$ cat config.mk
export PLATFORM = sky130hd
export DESIGN_NAME = skew_feeder
export DESIGN_NICKNAME = d
export VERILOG_FILES = /design/src/rtl/skew_feeder.sv
export SDC_FILE = /design/constraint.sdc
export NUM_CORES = 1
export LEC_CHECK = 0
export CORE_UTILIZATION = 45
export CTS_CLUSTER_DIAMETER = 40
export CTS_CLUSTER_SIZE = 20
export DETAILED_ROUTE_END_ITERATION = 16
export PLACE_DENSITY = 0.79
export SYNTH_ARGS = -nofsm -noshare
export SYNTH_HDL_FRONTEND = slang
export SYNTH_SLANG_ARGS = --single-unit
$ cat constraint.sdc
create_clock -name clk -period 1.39 [get_ports clk]
set_input_delay 0.278 -clock clk [delete_from_list [all_inputs] [get_ports clk]]
set_output_delay 0.278 -clock clk [all_outputs]
set_load 0.02 [all_outputs]
$ cat src/rtl/skew_feeder.sv
// rtl/skew_feeder.sv - pulls one activation tile and skews it into a diagonal wavefront
// Lane i runs through an i-stage delay line ahead of its output register.
module skew_feeder #(
    parameter int DWIDTH     = 8,
    parameter int LANES_LOG2 = 2,
    parameter int DEPTH_LOG2 = 2
) (
    input  logic                                  clk,
    input  logic                                  rst_n,
    input  logic                                  start,
    input  logic                                  rd_rdy,
    input  logic [(1<<LANES_LOG2)*DWIDTH-1:0]     rd_data,
    output logic                                  rd_acq,
    input  logic                                  out_en,
    output logic [(1<<LANES_LOG2)*DWIDTH-1:0]     out_data,
    output logic [(1<<LANES_LOG2)-1:0]            out_valid,
    output logic                                  busy,
    output logic                                  done
);

    localparam int LANES = 1 << LANES_LOG2;
    localparam int DEPTH = 1 << DEPTH_LOG2;
    localparam int DCW   = (LANES_LOG2 > 1) ? LANES_LOG2 : 1;

    localparam logic [DEPTH_LOG2-1:0] VEC_LAST   = DEPTH_LOG2'(DEPTH - 1);
    localparam logic [DEPTH_LOG2-1:0] VEC_ONE    = DEPTH_LOG2'(1);
    localparam logic [DCW-1:0]        DRAIN_LAST = DCW'(LANES - 2);
    localparam logic [DCW-1:0]        DRAIN_ONE  = DCW'(1);

    typedef enum logic [1:0] {
        IDLE  = 2'd0,
        LOAD  = 2'd1,
        DRAIN = 2'd2
    } state_t;

    state_t                state_q;
    logic [DEPTH_LOG2-1:0] vec_cnt_q;
    logic [DCW-1:0]        drain_cnt_q;
    logic                  done_q;
    logic                  accept;

    assign rd_acq = (state_q == LOAD) && out_en && rd_rdy;
    assign accept = rd_acq;
    assign busy   = (state_q != IDLE);
    assign done   = done_q;

    // Every state change rides on an advance, so a stalled array freezes the FSM too.
    always_ff @(posedge clk or negedge rst_n) begin
        if (!rst_n) begin
            state_q     <= IDLE;
            vec_cnt_q   <= '0;
            drain_cnt_q <= '0;
            done_q      <= 1'b0;
        end else begin
            done_q <= 1'b0;
            if (out_en) begin
                case (state_q)
                    IDLE: begin
                        if (start) begin
                            state_q   <= LOAD;
                            vec_cnt_q <= '0;
                        end
                    end
                    LOAD: begin
                        if (accept) begin
                            if (vec_cnt_q == VEC_LAST) begin
                                vec_cnt_q <= '0;
                                if (LANES > 1) begin
                                    state_q     <= DRAIN;
                                    drain_cnt_q <= '0;
                                end else begin
                                    state_q <= IDLE;
                                    done_q  <= 1'b1;
                                end
                            end else begin
                                vec_cnt_q <= vec_cnt_q + VEC_ONE;
                            end
                        end
                    end
                    DRAIN: begin
                        if (drain_cnt_q == DRAIN_LAST) begin
                            state_q     <= IDLE;
                            drain_cnt_q <= '0;
                            done_q      <= 1'b1;
                        end else begin
                            drain_cnt_q <= drain_cnt_q + DRAIN_ONE;
                        end
                    end
                    default: state_q <= IDLE;
                endcase
            end
        end
    end

    for (genvar i = 0; i < LANES; i++) begin : g_lane
        // Stage i is the output register; stages below it form the skew delay.
        logic [i:0][DWIDTH-1:0] dat_q;
        logic [i:0]             vld_q;

        always_ff @(posedge clk or negedge rst_n) begin
            if (!rst_n) begin
                dat_q <= '0;
                vld_q <= '0;
            end else if (out_en) begin
                dat_q[0] <= accept ? rd_data[i*DWIDTH +: DWIDTH] : '0;
                vld_q[0] <= accept;
                for (int j = 1; j <= i; j++) begin
                    dat_q[j] <= dat_q[j-1];
                    vld_q[j] <= vld_q[j-1];
                end
            end
        end

        assign out_data[i*DWIDTH +: DWIDTH] = dat_q[i];
        assign out_valid[i]                 = vld_q[i];
    end

endmodule

==> run metrics, run 1 <==
CTS H-Tree Depth 3; vias 2116; Final ANT Viol Nets 0; layout cells sized above 1 0.312; crit-path max FO 2; Vias/cell 5.09; footprint of the multi-input gates 0.00106 mm^2; PD cells 1660 mW/mm^2; mux share of post-synthesis cell area 0.168; area leader, netlist dfrtp_1; unrepaired setup endpoints after global routing yes; DP Area 0.00433 mm^2; Period minus WS final 1480 ps; Filler Cell Count ~620; top cell type's share of synthesized area 0.631; worst setup margin -85.5 ps; die height 91.5 um; initial core utilization 0.467; Final period util 1.06; register area approximately 0.0023 mm^2; Root Buffer clkbuf_8; first-pass GRT wire length 10.9 mm; Syn Area/Cell 15.0 um^2; Crit path required time 1110 ps; 1st-pass router iterations 5; max_cap viols 0; Synth warnings 0; final number of max-transition violations 0; I/O Buffers 75; Post-synth EDFFs 0; Startpoint Class register; CTS Buf Count 9; Data arrival, critical path about 1200 ps; Leakage 2.33 nW; adder-cell share of the synthesized area 0.00347; Worst Setup End Kind output pin; synthesized flop and latch total 91; CTS tree built; Relative slew margins 0.727; Worst-Skew Late Latency roughly 340 ps; DP Worst Slack -502 ps; I/O pin cnt 76; VDD IR max slightly below 1 mV; Worst Skew around 8.9 ps; Antenna Cells 0; async set-reset flop share out of synthesis 1.00; DPL Wire Length around 4.2 mm; failing checks setup timing; area grow syn2layout 28.9%; Synth Area in XOR/XNOR 0; most common cell after layout, fill and taps aside dfrtp_1; total die area 0.00838 mm^2; Final #Nets 348; placer congestion estimate 0.802; Hold Vio Cnt, Final 0; Syn Inst Count 241; status finished with violations; Overflow after GRT 0; Most used DFF post-synth dfrtp_1; core area 0.00773 mm^2; die width 91.5 um; # DRC 0; CP Class register to output pin; post-route cell area 0.00465 mm^2; global-route usage over all layers 0.170; final setup fails 9; initial DRC count 46; vias in the first global route between 2000 and 2500; Compound-Gate Fraction of Synth Area 0.0940; post-synthesis simple-gate area fraction 0.0239; DR WL/cell 15.6 um; syn nets 279; CTS Sinks 91; slew at the pin with the worst max-slew slack 410 ps; synthesized area 0.00361 mm^2; register area share after synthesis 0.631; HP Class input pin to register; Site Rows 32; initial antenna violation count 0; largest family of logic cells by synthesized area multiplexers; clk buf depth 2; largest net degree at the start of global routing 40; final wirelength 6.49 mm; Max Clk Rate about 0.68 GHz; most frequent cells in the layout 91 x dfrtp_1, 51 x mux2_2, 35 x dlygate4sd2_1, 34 x clkdlybuf4s50_1, 32 x a22o_1; Synth area leaders dfrtp_1 63%, mux2_2 17%, a22o_1 7.8%; clk slew on worst S/H paths about 80 ps; synth unique cells 29
==> registers in the layout, indices dropped and copies added (netlist names) <==
| name | cells |
|---|---|
| done | 1 |
| g_lane.dat_q | 56 |
| state_q | 2 |
| drain_cnt_q | 2 |
| g_lane.vld_q | 4 |
| vec_cnt_q | 2 |
| out_data | 24 |
==> cell type report <==
type,count,share of cell area
clock buffer,10,0.0275
inverter,3,0.00296
tap,102,0.0275
sequential,91,0.490
multi-input combinational,109,0.227
timing repair buffer,96,0.203
clock inverter,5,0.0221
==> worst paths after layout <==
| kind | startpoint | end | slack [ps] | cells past startpoint |
|---|---|---|---|---|
| min reg2reg | g_lane[2].dat_q[14]$_DFFE_PN0P_ | out_data[22]$_DFFE_PN0P_ | 500 | 1 |
| min in group asynchronous | rst_n | out_data[21]$_DFFE_PN0P_ | 370 | 2 |
| max | state_q[1]$_DFFE_PN0P_ | rd_acq | -90 | 2 |
| min | out_en | state_q[0]$_DFFE_PN0P_ | 310 | 3 |
| max in group asynchronous | rst_n | g_lane[3].dat_q[15]$_DFFE_PN0P_ | 530 | 3 |
| max reg2reg | state_q[0]$_DFFE_PN0P_ | vec_cnt_q[1]$_DFFE_PN0P_ | -20 | 5 |
==> through the flow <==
| stage | TNS, ps | power [mW] | utilization | std cells | hold WS [ps] |
|---|---|---|---|---|---|
| 2_1_floorplan | 0 | 4.98 | - | 241 | -17.6 |
| 3_3_place_gp | -10440 | 5.63 | 0.561 | 394 | 192 |
| 5_1_grt | -1900 | 8.10 | 0.602 | 416 | 315 |
| 6_report | -158 | 7.72 | 0.602 | 416 | 306 |
| 4_1_cts | -263 | 7.79 | 0.600 | 415 | 284 |
| 3_5_place_dp | -10630 | 5.72 | 0.561 | 394 | 199 |
==> worst max-delay path, stage by stage (launching register included) <==
cell	delay, ps
dfrtp_1	420
and4b_2	320
buf_6	120
==> logic make-up after synthesis <==
family          after synthesis
flops                        91
mux                          54
compound gates               41
buf+inv                      41
simple gates                 13
fa+ha+maj                     1
==> what timing repair did <==
| item | 4_1_cts | 5_1_grt |
|---|---|---|
| resized for setup | 61 | 4 |
| hold buffers | 1 | 0 |
| pin swaps | 2 | 2 |
| buffers inserted | 4 | 1 |
| hold endpoints to repair | 21 | 0 |
| gates cloned | 1 | 0 |
| endpoints found under the setup margin | 43 | 40 |
==> synthesized netlist by cell type (2+ instances only) <==
master    count
nand2_1       2
clkbuf_1      3
o21ai_0       2
mux2_2       53
buf_2         6
a21o_1        2
a22o_1       32
inv_1         2
buf_4        25
buf_6         4
dfrtp_1      91
and4b_1       2
==> per-layer routing <==
metal  track usage  share of wire  routed length, um
met5             0              0                  0
met2         0.274           0.50               3220
met1         0.230           0.45               2940
met3        0.0302          0.035                230
met4        0.0675          0.016                101
==> power breakdown <==
part | leakage, nW | total (mW) | switching (mW) | internal [mW]
Sequential | 1.20 | 3.56 | 0.313 | 3.25
Combinational | 1.02 | 2.12 | 0.966 | 1.16
Clock | 0.112 | 2.04 | 0.856 | 1.18
No activity file was read; power rests on OpenSTA's default activity.
==> run 2: changes to the inputs <==
Settings changed: PLACE_DENSITY 0.79 to 0.75.
Clock period 1.39 ns to 1.19 ns, I/O delays scaled along.
==> run 2 against run 1 <==
The run still ends with setup timing left. Highest routed layer unchanged. Setup slack lost 140 ps. Register-to-register slack lost 150 ps. First-iteration DRC count grew 8.7%. Clock power shrank 8%. Largest cell class unchanged. Critical path type unchanged. Power grew 12%. Combinational power grew 24%. Non-clock buffer count grew 8. Flip-flop and latch count is the same. Wire length grew 0.25%.
==> run metrics, run 2 (synthesis gave the netlist of run 1 again) <==
Worst Setup End Kind output pin; DPL Wire Length 3.99 mm; final wirelength 6.51 mm; Period minus WS final 1420 ps; Max Clk Rate 0.707 GHz; Leakage 2.29 nW; post-route cell area 0.00458 mm^2; Seq pwr share 0.481; Relative slew margins 0.803; global-route usage over all layers 0.171; max FFs per register 56; clk slew on worst S/H paths around 90 ps; final setup fails 41; Root Buffer clkbuf_8; critical path depth 4; I/O pin cnt 76; unrepaired setup endpoints after global routing yes; Data arrival, critical path 1180 ps; die height 91.5 um; met3 WL post-DR around 340 um; 1st-pass router iterations 4; most frequent cells in the layout 91 x dfrtp_1, 51 x mux2_2, 35 x buf_2, 34 x clkdlybuf4s50_1, 32 x a22o_1; CTS H-Tree Depth 3; VDD IR max 0.942 mV; Sw Pwr 2.55 mW; dpl cells a little under 400; initial DRC count 50; metal2 WL 2.98 mm; die width 91.5 um; most common cell after layout, fill and taps aside dfrtp_1; CP max stage cell dfrtp_1; Site Rows 32; worst setup margin -225 ps; slew at the pin with the worst max-slew slack 296 ps; vias in the first global route 2111; final std cells w/o fill 424; Worst-Skew Late Latency 360 ps; register area 0.00228 mm^2; Antenna Cells 0; Startpoint Class register; clk buf depth 2; Final #Nets 356; Biggest register g_lane.dat_q; Worst Skew 9.85 ps; Final ANT Viol Nets 0; Reg-to-Reg Start state_q[0]$_DFFE_PN0P_; switching share of power 0.295; largest net degree at the start of global routing 50; Largest delay share family, worst path flip-flops; Internal Power ~6.1 mW; Hold Slack 264 ps; CTS Buf Count 9; Final period util 1.19; Reg2Reg Depth 4; Filler Cell Count 605; clock network fraction of total power 0.217; max_cap viols 0; I/O Buffers 75; placer congestion estimate about 0.73; layout cells sized above 1 0.447; core area 0.00773 mm^2; crit-path max FO 7; Top Metal Used met4; # DRC 0; Critical Path Start state_q[1]$_DFFE_PN0P_; initial core utilization 0.467; initial antenna violation count 0; HP Class input pin to async pin; final number of max-transition violations 0; Crit path required time about 950 ps; largest stage delay on the critical path approximately 400 ps; Overflow after GRT 0; CTS tree built; footprint of the multi-input gates 0.00107 mm^2; vias 2125; Power, Total 8.65 mW; DP Worst Slack -608 ps; DP Area 0.00438 mm^2; WL met1 between 3 and 4 mm; Logic pwr share 0.302; failing checks setup timing; CP cell instances buf_4 > inv_1 > nand2_1 > buf_2; Vias/cell about 5.0; area grow syn2layout 27.0%; total die area between 0.008 and 0.009 mm^2; DR WL/cell roughly 15 um; Hold Vio Cnt, Final 0; status finished with violations; CTS Sinks 91; CP Class register to output pin; Bufs and invs on worst path 3; PD cells 1890 mW/mm^2; first-pass GRT wire length 10.9 mm
==> run 2: changes by cell type in the layout (fill, tap and decap cells not counted), sizes merged <==
cell           delta
clkinv            +2
buf              +44
dlygate4sd2      -35
bufbuf            +1
bufinv            -3
clkdlybuf4s15     -1
==> run 2: final timing paths <==
path                                                   end  slack, ps
setup / recovery                                      busy       -230
max in group asynchronous   g_lane[1].dat_q[2]$_DFFE_PN0P_        420
hold reg to reg                   out_data[12]$_DFFE_PN0P_        500
setup reg to reg                  vec_cnt_q[0]$_DFFE_PN0P_       -170
min in group clk           g_lane[3].dat_q[20]$_DFFE_PN0P_        330
hold / removal              g_lane[2].dat_q[4]$_DFFE_PN0P_        260
==> run 2: final cells by class <==
class,instances,area share
clock inverter,4,0.00574
sequential,91,0.497
inverter,3,0.00246
multi-input combinational,109,0.233
timing repair buffer,104,0.201
tap,102,0.0279
clock buffer,11,0.0331
==> run 2: through the flow <==
step                utilization  setup TNS [ps]
floorplan                     -               0
global placement          0.567          -19630
detailed placement        0.567          -20650
CTS                       0.585           -6360
global route              0.593           -7380
finish                    0.593           -5480
==> run 2: layer usage <==
layer | vias up | global-route usage
li1 | 997 | -
met1 | 1062 | 0.249
met2 | 57 | 0.247
met3 | 9 | 0.0419
met4 | 0 | 0.0675
met5 | - | 0
==> run 2: power groups by stage <==
stage / clock [mW] / combinational, mW / sequential (mW)
6_report: 1.88 / 2.62 / 4.16
5_1_grt: 2.07 / 2.81 / 4.27
4_1_cts: 1.93 / 2.50 / 4.16
3_5_place_dp: 0 / 2.54 / 4.22
3_3_place_gp: 0 / 2.48 / 4.19
2_1_floorplan: 0 / 1.59 / 4.25
==> run 2: what timing repair did <==
item                                    CTS  global route
pin swaps                                 1             3
hold buffers                              1             0
endpoints found under the setup margin   76            47
cloned                                    2             0
endpoints found under the hold margin    43             0
resized for setup                       165            14
buffers inserted                          5             3
==> run 2: worst register-to-register path: cells and delay by family (launching register included) <==
family / cells / cell delay, ps
multiplexers: 2 / 450
flip-flops: 1 / 390
AND/OR/NAND/NOR: 1 / 290
buffers and inverters: 1 / 130
